[src/rtl/conv3x3_filter_if.sv]
// Handshake and configuration bundle for conv3x3_filter.
// slave is the filter's view; master is the view of whoever drives it.
interface conv3x3_filter_if #(
  parameter int PIX_W  = 8,
  parameter int COEF_W = 8
);
  logic                 i_valid;
  logic                 i_ready;
  logic [9*PIX_W-1:0]   i_data;
  logic                 o_valid;
  logic                 o_ready;
  logic [PIX_W-1:0]     o_data;
  logic                 cfg_we;
  logic [3:0]           cfg_addr;
  logic [COEF_W-1:0]    cfg_wdata;
  logic                 cfg_commit;

  // valid/ready: a transfer happens on a rising edge where valid && ready;
  // the sender holds data stable while valid is high and ready is low.
  modport slave (
    input  i_valid, i_data, o_ready, cfg_we, cfg_addr, cfg_wdata, cfg_commit,
    output i_ready, o_valid, o_data
  );

  modport master (
    output i_valid, i_data, o_ready, cfg_we, cfg_addr, cfg_wdata, cfg_commit,
    input  i_ready, o_valid, o_data
  );
endinterface

[src/rtl/conv3x3_filter.sv]
// Run-time programmable 3x3 convolution: multiply, sum, normalise in three
// registered stages, with a shadow/active coefficient bank pair.
module conv3x3_filter #(
  parameter int PIX_W  = 8,
  parameter int COEF_W = 8
) (
  input  logic           CLK,
  input  logic           RST,
  conv3x3_filter_if.slave bus
);

  localparam int ACC_W  = PIX_W + COEF_W + 5;
  localparam int PROD_W = PIX_W + COEF_W + 1;
  localparam logic        [ACC_W:0] PIX_MAX_U = (ACC_W+1)'((1 << PIX_W) - 1);
  localparam logic signed [ACC_W:0] PIX_MAX_S = $signed(PIX_MAX_U);

  typedef logic signed [COEF_W-1:0] coef_t;

  function automatic coef_t gauss_coef(input int k);
    case (k)
      4:          return coef_t'(4);
      1, 3, 5, 7: return coef_t'(2);
      default:    return coef_t'(1);
    endcase
  endfunction

  coef_t       sh_coef_q [9];
  coef_t       sh_coef_d [9];
  coef_t       act_coef_q[9];
  logic [3:0]  sh_shift_q, sh_shift_d, act_shift_q;
  logic [1:0]  sh_mode_q, sh_mode_d, act_mode_q;

  logic                     en;
  logic signed [PROD_W-1:0] prod_d   [9];
  logic signed [PROD_W-1:0] s1_prod_q[9];
  logic                     s1_valid_q, s2_valid_q, o_valid_q;
  logic [3:0]               s1_shift_q, s2_shift_q;
  logic [1:0]               s1_mode_q, s2_mode_q;
  logic [PIX_W-1:0]         s1_ctr_q, s2_ctr_q, o_data_q, norm_d;
  logic signed [ACC_W-1:0]  sum_d, s2_sum_q;
  logic signed [ACC_W:0]    sum_x, rnd_x, r_x, q_x, mag_x;
  logic        [ACC_W:0]    mq_x;

  // A write folds into the next shadow value first, so a same-cycle commit
  // copies the freshly written entry.
  always_comb begin
    sh_coef_d  = sh_coef_q;
    sh_shift_d = sh_shift_q;
    sh_mode_d  = sh_mode_q;
    if (bus.cfg_we) begin
      for (int k = 0; k < 9; k++) begin
        if (bus.cfg_addr == 4'(k)) sh_coef_d[k] = bus.cfg_wdata;
      end
      if (bus.cfg_addr == 4'd9) begin
        sh_shift_d = bus.cfg_wdata[3:0];
        sh_mode_d  = bus.cfg_wdata[5:4];
      end
    end
  end

  always_ff @(posedge CLK) begin
    if (RST) begin
      for (int k = 0; k < 9; k++) begin
        sh_coef_q[k]  <= gauss_coef(k);
        act_coef_q[k] <= gauss_coef(k);
      end
      sh_shift_q  <= 4'd4;
      act_shift_q <= 4'd4;
      sh_mode_q   <= 2'b00;
      act_mode_q  <= 2'b00;
    end else begin
      sh_coef_q  <= sh_coef_d;
      sh_shift_q <= sh_shift_d;
      sh_mode_q  <= sh_mode_d;
      if (bus.cfg_commit) begin
        act_coef_q  <= sh_coef_d;
        act_shift_q <= sh_shift_d;
        act_mode_q  <= sh_mode_d;
      end
    end
  end

  assign en          = !o_valid_q || bus.o_ready;
  assign bus.i_ready = en && !RST;
  assign bus.o_valid = o_valid_q;
  assign bus.o_data  = o_data_q;

  // Taps are zero-extended to signed before multiplying by the signed coefficient.
  always_comb begin
    for (int k = 0; k < 9; k++) begin
      prod_d[k] = PROD_W'(act_coef_q[k]) *
                  PROD_W'($signed({1'b0, bus.i_data[k*PIX_W +: PIX_W]}));
    end
  end

  always_comb begin
    sum_d = '0;
    for (int k = 0; k < 9; k++) begin
      sum_d = sum_d + ACC_W'(s1_prod_q[k]);
    end
  end

  // Round half up by adding half an LSB of the shifted result before shifting.
  always_comb begin
    sum_x  = (ACC_W+1)'(s2_sum_q);
    rnd_x  = (s2_shift_q == 4'd0) ? '0 : ((ACC_W+1)'(1) << (s2_shift_q - 4'd1));
    r_x    = sum_x + rnd_x;
    q_x    = r_x >>> s2_shift_q;
    mag_x  = sum_x[ACC_W] ? -sum_x : sum_x;
    mq_x   = (mag_x + rnd_x) >> s2_shift_q;
    norm_d = '0;
    case (s2_mode_q)
      2'b10: norm_d = s2_ctr_q;
      2'b01: norm_d = (mq_x > PIX_MAX_U) ? {PIX_W{1'b1}} : mq_x[PIX_W-1:0];
      default: begin
        if (q_x[ACC_W])           norm_d = '0;
        else if (q_x > PIX_MAX_S) norm_d = {PIX_W{1'b1}};
        else                      norm_d = q_x[PIX_W-1:0];
      end
    endcase
  end

  // Shift and mode ride along with each window so later commits cannot touch it.
  always_ff @(posedge CLK) begin
    if (RST) begin
      s1_valid_q <= 1'b0;
      s2_valid_q <= 1'b0;
      o_valid_q  <= 1'b0;
      o_data_q   <= '0;
    end else if (en) begin
      s1_valid_q <= bus.i_valid;
      s1_prod_q  <= prod_d;
      s1_shift_q <= act_shift_q;
      s1_mode_q  <= act_mode_q;
      s1_ctr_q   <= bus.i_data[4*PIX_W +: PIX_W];
      s2_valid_q <= s1_valid_q;
      s2_sum_q   <= sum_d;
      s2_shift_q <= s1_shift_q;
      s2_mode_q  <= s1_mode_q;
      s2_ctr_q   <= s1_ctr_q;
      o_valid_q  <= s2_valid_q;
      if (s2_valid_q) o_data_q <= norm_d;
    end
  end

endmodule
[src/flat_wrapper.sv]
// flat-port wrapper written by rule: the top's interface ports become plain ports
module conv3x3_filter_flat 
#(
  parameter int PIX_W  = 8,
  parameter int COEF_W = 8
)
  (CLK, RST, bus_i_valid, bus_i_data, bus_o_ready, bus_cfg_we, bus_cfg_addr, bus_cfg_wdata, bus_cfg_commit, bus_i_ready, bus_o_valid, bus_o_data);
  conv3x3_filter_if #(.PIX_W(PIX_W), .COEF_W(COEF_W)) bus_i ();
  input  logic CLK;
  input  logic RST;
  input wire logic [$bits(bus_i.i_valid)-1:0] bus_i_valid;
  input wire logic [$bits(bus_i.i_data)-1:0] bus_i_data;
  input wire logic [$bits(bus_i.o_ready)-1:0] bus_o_ready;
  input wire logic [$bits(bus_i.cfg_we)-1:0] bus_cfg_we;
  input wire logic [$bits(bus_i.cfg_addr)-1:0] bus_cfg_addr;
  input wire logic [$bits(bus_i.cfg_wdata)-1:0] bus_cfg_wdata;
  input wire logic [$bits(bus_i.cfg_commit)-1:0] bus_cfg_commit;
  output wire logic [$bits(bus_i.i_ready)-1:0] bus_i_ready;
  output wire logic [$bits(bus_i.o_valid)-1:0] bus_o_valid;
  output wire logic [$bits(bus_i.o_data)-1:0] bus_o_data;
  assign bus_i.i_valid = bus_i_valid;
  assign bus_i.i_data = bus_i_data;
  assign bus_i.o_ready = bus_o_ready;
  assign bus_i.cfg_we = bus_cfg_we;
  assign bus_i.cfg_addr = bus_cfg_addr;
  assign bus_i.cfg_wdata = bus_cfg_wdata;
  assign bus_i.cfg_commit = bus_cfg_commit;
  assign bus_i_ready = bus_i.i_ready;
  assign bus_o_valid = bus_i.o_valid;
  assign bus_o_data = bus_i.o_data;
  conv3x3_filter #(.PIX_W(PIX_W), .COEF_W(COEF_W)) u_core (.CLK(CLK), .RST(RST), .bus(bus_i));
endmodule
[config.mk]
export PLATFORM = sky130hd
export DESIGN_NAME = conv3x3_filter_flat
export DESIGN_NICKNAME = d
export VERILOG_FILES = /design/src/rtl/conv3x3_filter_if.sv /design/src/rtl/conv3x3_filter.sv /design/src/flat_wrapper.sv
export SDC_FILE = /design/constraint.sdc
export NUM_CORES = 2
export LEC_CHECK = 0
export CORE_MARGIN = 5
export CORE_UTILIZATION = 29
export DETAILED_ROUTE_END_ITERATION = 8
export HOLD_SLACK_MARGIN = 0.12
export PLACE_DENSITY = 0.51
export SLEW_MARGIN = 5
export SYNTH_ARGS = -nofsm -noshare
export SYNTH_HDL_FRONTEND = slang
export SYNTH_SLANG_ARGS = --single-unit
[constraint.sdc]
create_clock -name CLK -period 14 [get_ports CLK]
set_input_delay 1.4 -clock CLK [delete_from_list [all_inputs] [get_ports CLK]]
set_output_delay 1.4 -clock CLK [all_outputs]
set_load 0.1 [all_outputs]
==> results_dict.tcl <==
set metrics [dict create \
    status "completed" \
    async_reset_ff_share_pct 0 \
    fin_worst_skew_ns 0.05453 \
    clock.fmax_mhz 128.4 \
    crit_fanout 4 \
    criticalPathCategory "reg -> reg" \
    rsz0062_at_grt "false" \
    finalSetupViolCount 0 \
    synthDistinctLibCells 99 \
    critPathArrivalTime_ns 8.18 \
    clock_sinks 369 \
    gr-total-overflow 0 \
    min_path_type "reg -> reg" \
    first_global_vias 28660 \
    wl_per_cell_um 17.23 \
    cts_tree "built" \
    vias 27960 \
    avgSynthCellArea_um2 9.606 \
    synth.yosys.seq_area_share_pct 23.52 \
    cts_buffer_depth 3 \
    drc_errors 0 \
    reg2regPathDepth 31 \
    period_minus_slack_ns 7.789 \
    drt_wl_total_um 104100 \
    cts_max_level 2 \
    maxSlewViolCount 0 \
    maxCapViolCount 0 \
    die_w_um 381.4 \
    seq_power_share_pct 16.7 \
    critPathCaptureType "register" \
    placementRows 136 \
    start_kind "register" \
    synth-edff-count 202 \
    grt_max_degree 201 \
    routabilityCongestion 0.8296 \
    fp.dieArea_um2 145500 \
    syn_area_um2 40000 \
    max-slew-margin-rel_pct 21.08 \
    drtPass1Iterations 5 \
    cp_data_required_time_ns 14.39 \
    initial_core_util_pct 29.13 \
    die_h_um 381.4 \
    slowest_stage "or4b_2" \
    critPathBufInv 5 \
    p_leak_nw 20.39 \
    drtAntennaViolNets 0 \
    power.switching_w 0.005561 \
    antenna_found_initial 3 \
    internal-power_w 0.006218 \
    ys.flop_type "edfxtp_1" \
    cts_inserted_buffers 46 \
    drtIter0Drc 1463 \
    worst_pin_slew_ns 1.184 \
    pwr-share-comb_pct 72.1 \
    drive_above_1_share_pct 4.311 \
    setup_tns_ns 0 \
    postSynthCellCount 4164 \
    grt_pass1_wl_um 165800 \
    p_per_area_nw_per_um2 264.1 \
    core_um2 137300 \
    grt_use_total_pct 14.31 \
    syn2layout_area_growth_pct 11.49 \
    post-route-util_pct 32.48 \
    clkSlewWorstSetupHoldPaths_ns 0.07 \
    dpl.hpwl_um 82170 \
    io_pins 100 \
    min_delay_path_depth 0 \
    cts_resized 0 \
    p_clk_share_pct 11.1 \
    post_cts_hold_buffer_count 0 \
    yosysWarnings 0 \
    max_stage_delay_ns 0.61 \
    ir_worst_vdd_mv 0.7473 \
    path_common_cell "fa_1" \
    port_buffers 99 \
    clockRootBuffer "clkbuf_16" \
    cp_top_family "adder cells" \
    synth-seq-cells 369 \
    post-route-period-util_pct 55.63 \
    nNetsFinal 5189 \
    vias_per_cell 4.627 \
    final_hold_viol_count 0 \
    sw_frac_of_total_pct 47.21 \
    cts_setup_buffers 0 \
    cp_num_cells 31 \
    insertion_delay_ns 0.65 \
]
cell type report:
type / count / area, µm²
sequential: 369 / 9409
inverter: 723 / 2714
tap: 1794 / 2245
multi-input combinational: 2944 / 27380
fill: 14090 / 92730
antenna: 3 / 7.507
timing repair buffer: 123 / 1162
clock buffer: 58 / 1269
clock inverter: 28 / 407.9
cells in the final DEF (no fill, tap or decap), types with 146 or more instances in the layout:
cell type  count
fa_1         444
edfxtp_1     202
a21oi_1      181
dfxtp_1      167
inv_1        723
ha_1         448
xnor2_1      146
nand2_1      262
nor2_1       290
and2_1       330
power groups by stage:
stage,registers (W),clock network [W],logic (W)
after floorplan,0.00189,0,0.00650
final,0.00197,0.00131,0.00850
after CTS,0.00197,0.00136,0.00849
after global placement,0.00199,0,0.00836
after global routing,0.00199,0.00140,0.00954
after detailed placement,0.00199,0,0.00845
layer usage:
layer	track usage (%)	vias up	share of wire [%]	routed length, µm
met2	23.39	430	46	47610
met4	2.450	0	1.3	1390
li1	-	13690	-	-
met1	20.68	13750	49	51320
met5	0	-	0	0
met3	1.623	87	3.6	3796
state kept, by name, indices dropped and copies added, names as in the netlist:
name and count:
u_core.s1_prod_q 153, u_core.act_coef_q 72, u_core.sh_coef_q 72, u_core.s2_sum_q 21
u_core.bus.o_data 8, u_core.s1_ctr_q 8, u_core.s2_ctr_q 8, u_core.act_shift_q 4
u_core.s1_shift_q 4, u_core.s2_shift_q 4, u_core.sh_shift_q 4, u_core.act_mode_q 2
u_core.s1_mode_q 2, u_core.s2_mode_q 2, u_core.sh_mode_q 2, u_core.bus.o_valid 1
u_core.s1_valid_q 1, u_core.s2_valid_q 1
stage by stage:
| stage | power [W] | area [µm²] | hold WS (ns) | cells | setup slack (ns) |
|---|---|---|---|---|---|
| 2_1_floorplan | 0.008398 | 40000 | 0.4003 | 4165 | 0.9847 |
| 3_3_place_gp | 0.01035 | 42910 | 0.4021 | 5953 | 6.254 |
| 3_5_place_dp | 0.01044 | 42910 | 0.4045 | 5953 | 6.251 |
| 4_1_cts | 0.01182 | 44590 | 0.4119 | 6039 | 6.230 |
| 5_1_grt | 0.01293 | 44590 | 0.4117 | 6039 | 5.670 |
| 6_report | 0.01178 | 44600 | 0.4077 | 6042 | 6.211 |
path summary, 6_finish.rpt:
check / startpoint / end / slack, ns
setup / recovery: u_core.s1_prod_q[103] / u_core.s2_sum_q[20] / 6.21
hold / removal: u_core.s1_shift_q[1] / u_core.s2_shift_q[1] / 0.41
setup reg to reg: u_core.s1_prod_q[103] / u_core.s2_sum_q[20] / 6.21
hold reg to reg: u_core.s1_shift_q[1] / u_core.s2_shift_q[1] / 0.41
cells in the mapped netlist, drive strengths merged, types with 97 or more instances:
master,instances,area share [%]
dfxtp,167,8.4
fa,444,22
inv,723,6.8
and2,330,5.2
nand2,262,2.5
xnor2,146,3.2
o21ai,97,1.2
nor2,291,2.7
edfxtp,202,15
ha,448,14
a21oi,182,2.3
clkbuf,106,0.99
mux2i,104,2.6
cell families after synthesis:
| group | share of synthesized area [%] |
|---|---|
| adders and majority gates | 36.31 |
| DFF | 23.52 |
| xor gates and xnor gates | 4.614 |
| other | 0.009375 |
| and+or+nand+nor | 14.32 |
| buffers and inverters | 8.048 |
| muxes | 3.428 |
| AOI/OAI and AO/OA | 9.741 |
worst reg2reg max path: cells and delay by family (launching register included):
kind | cells | cell delay, ns
DFF | 1 | 0.32
adders and majority gates | 8 | 3.05
AOI/OAI and AO/OA | 14 | 2.57
and+or+nand+nor | 3 | 1.20
xor gates and xnor gates | 1 | 0.08
buffers and inverters | 5 | 0.29
Note: power is estimated with default switching activity, not from simulation.
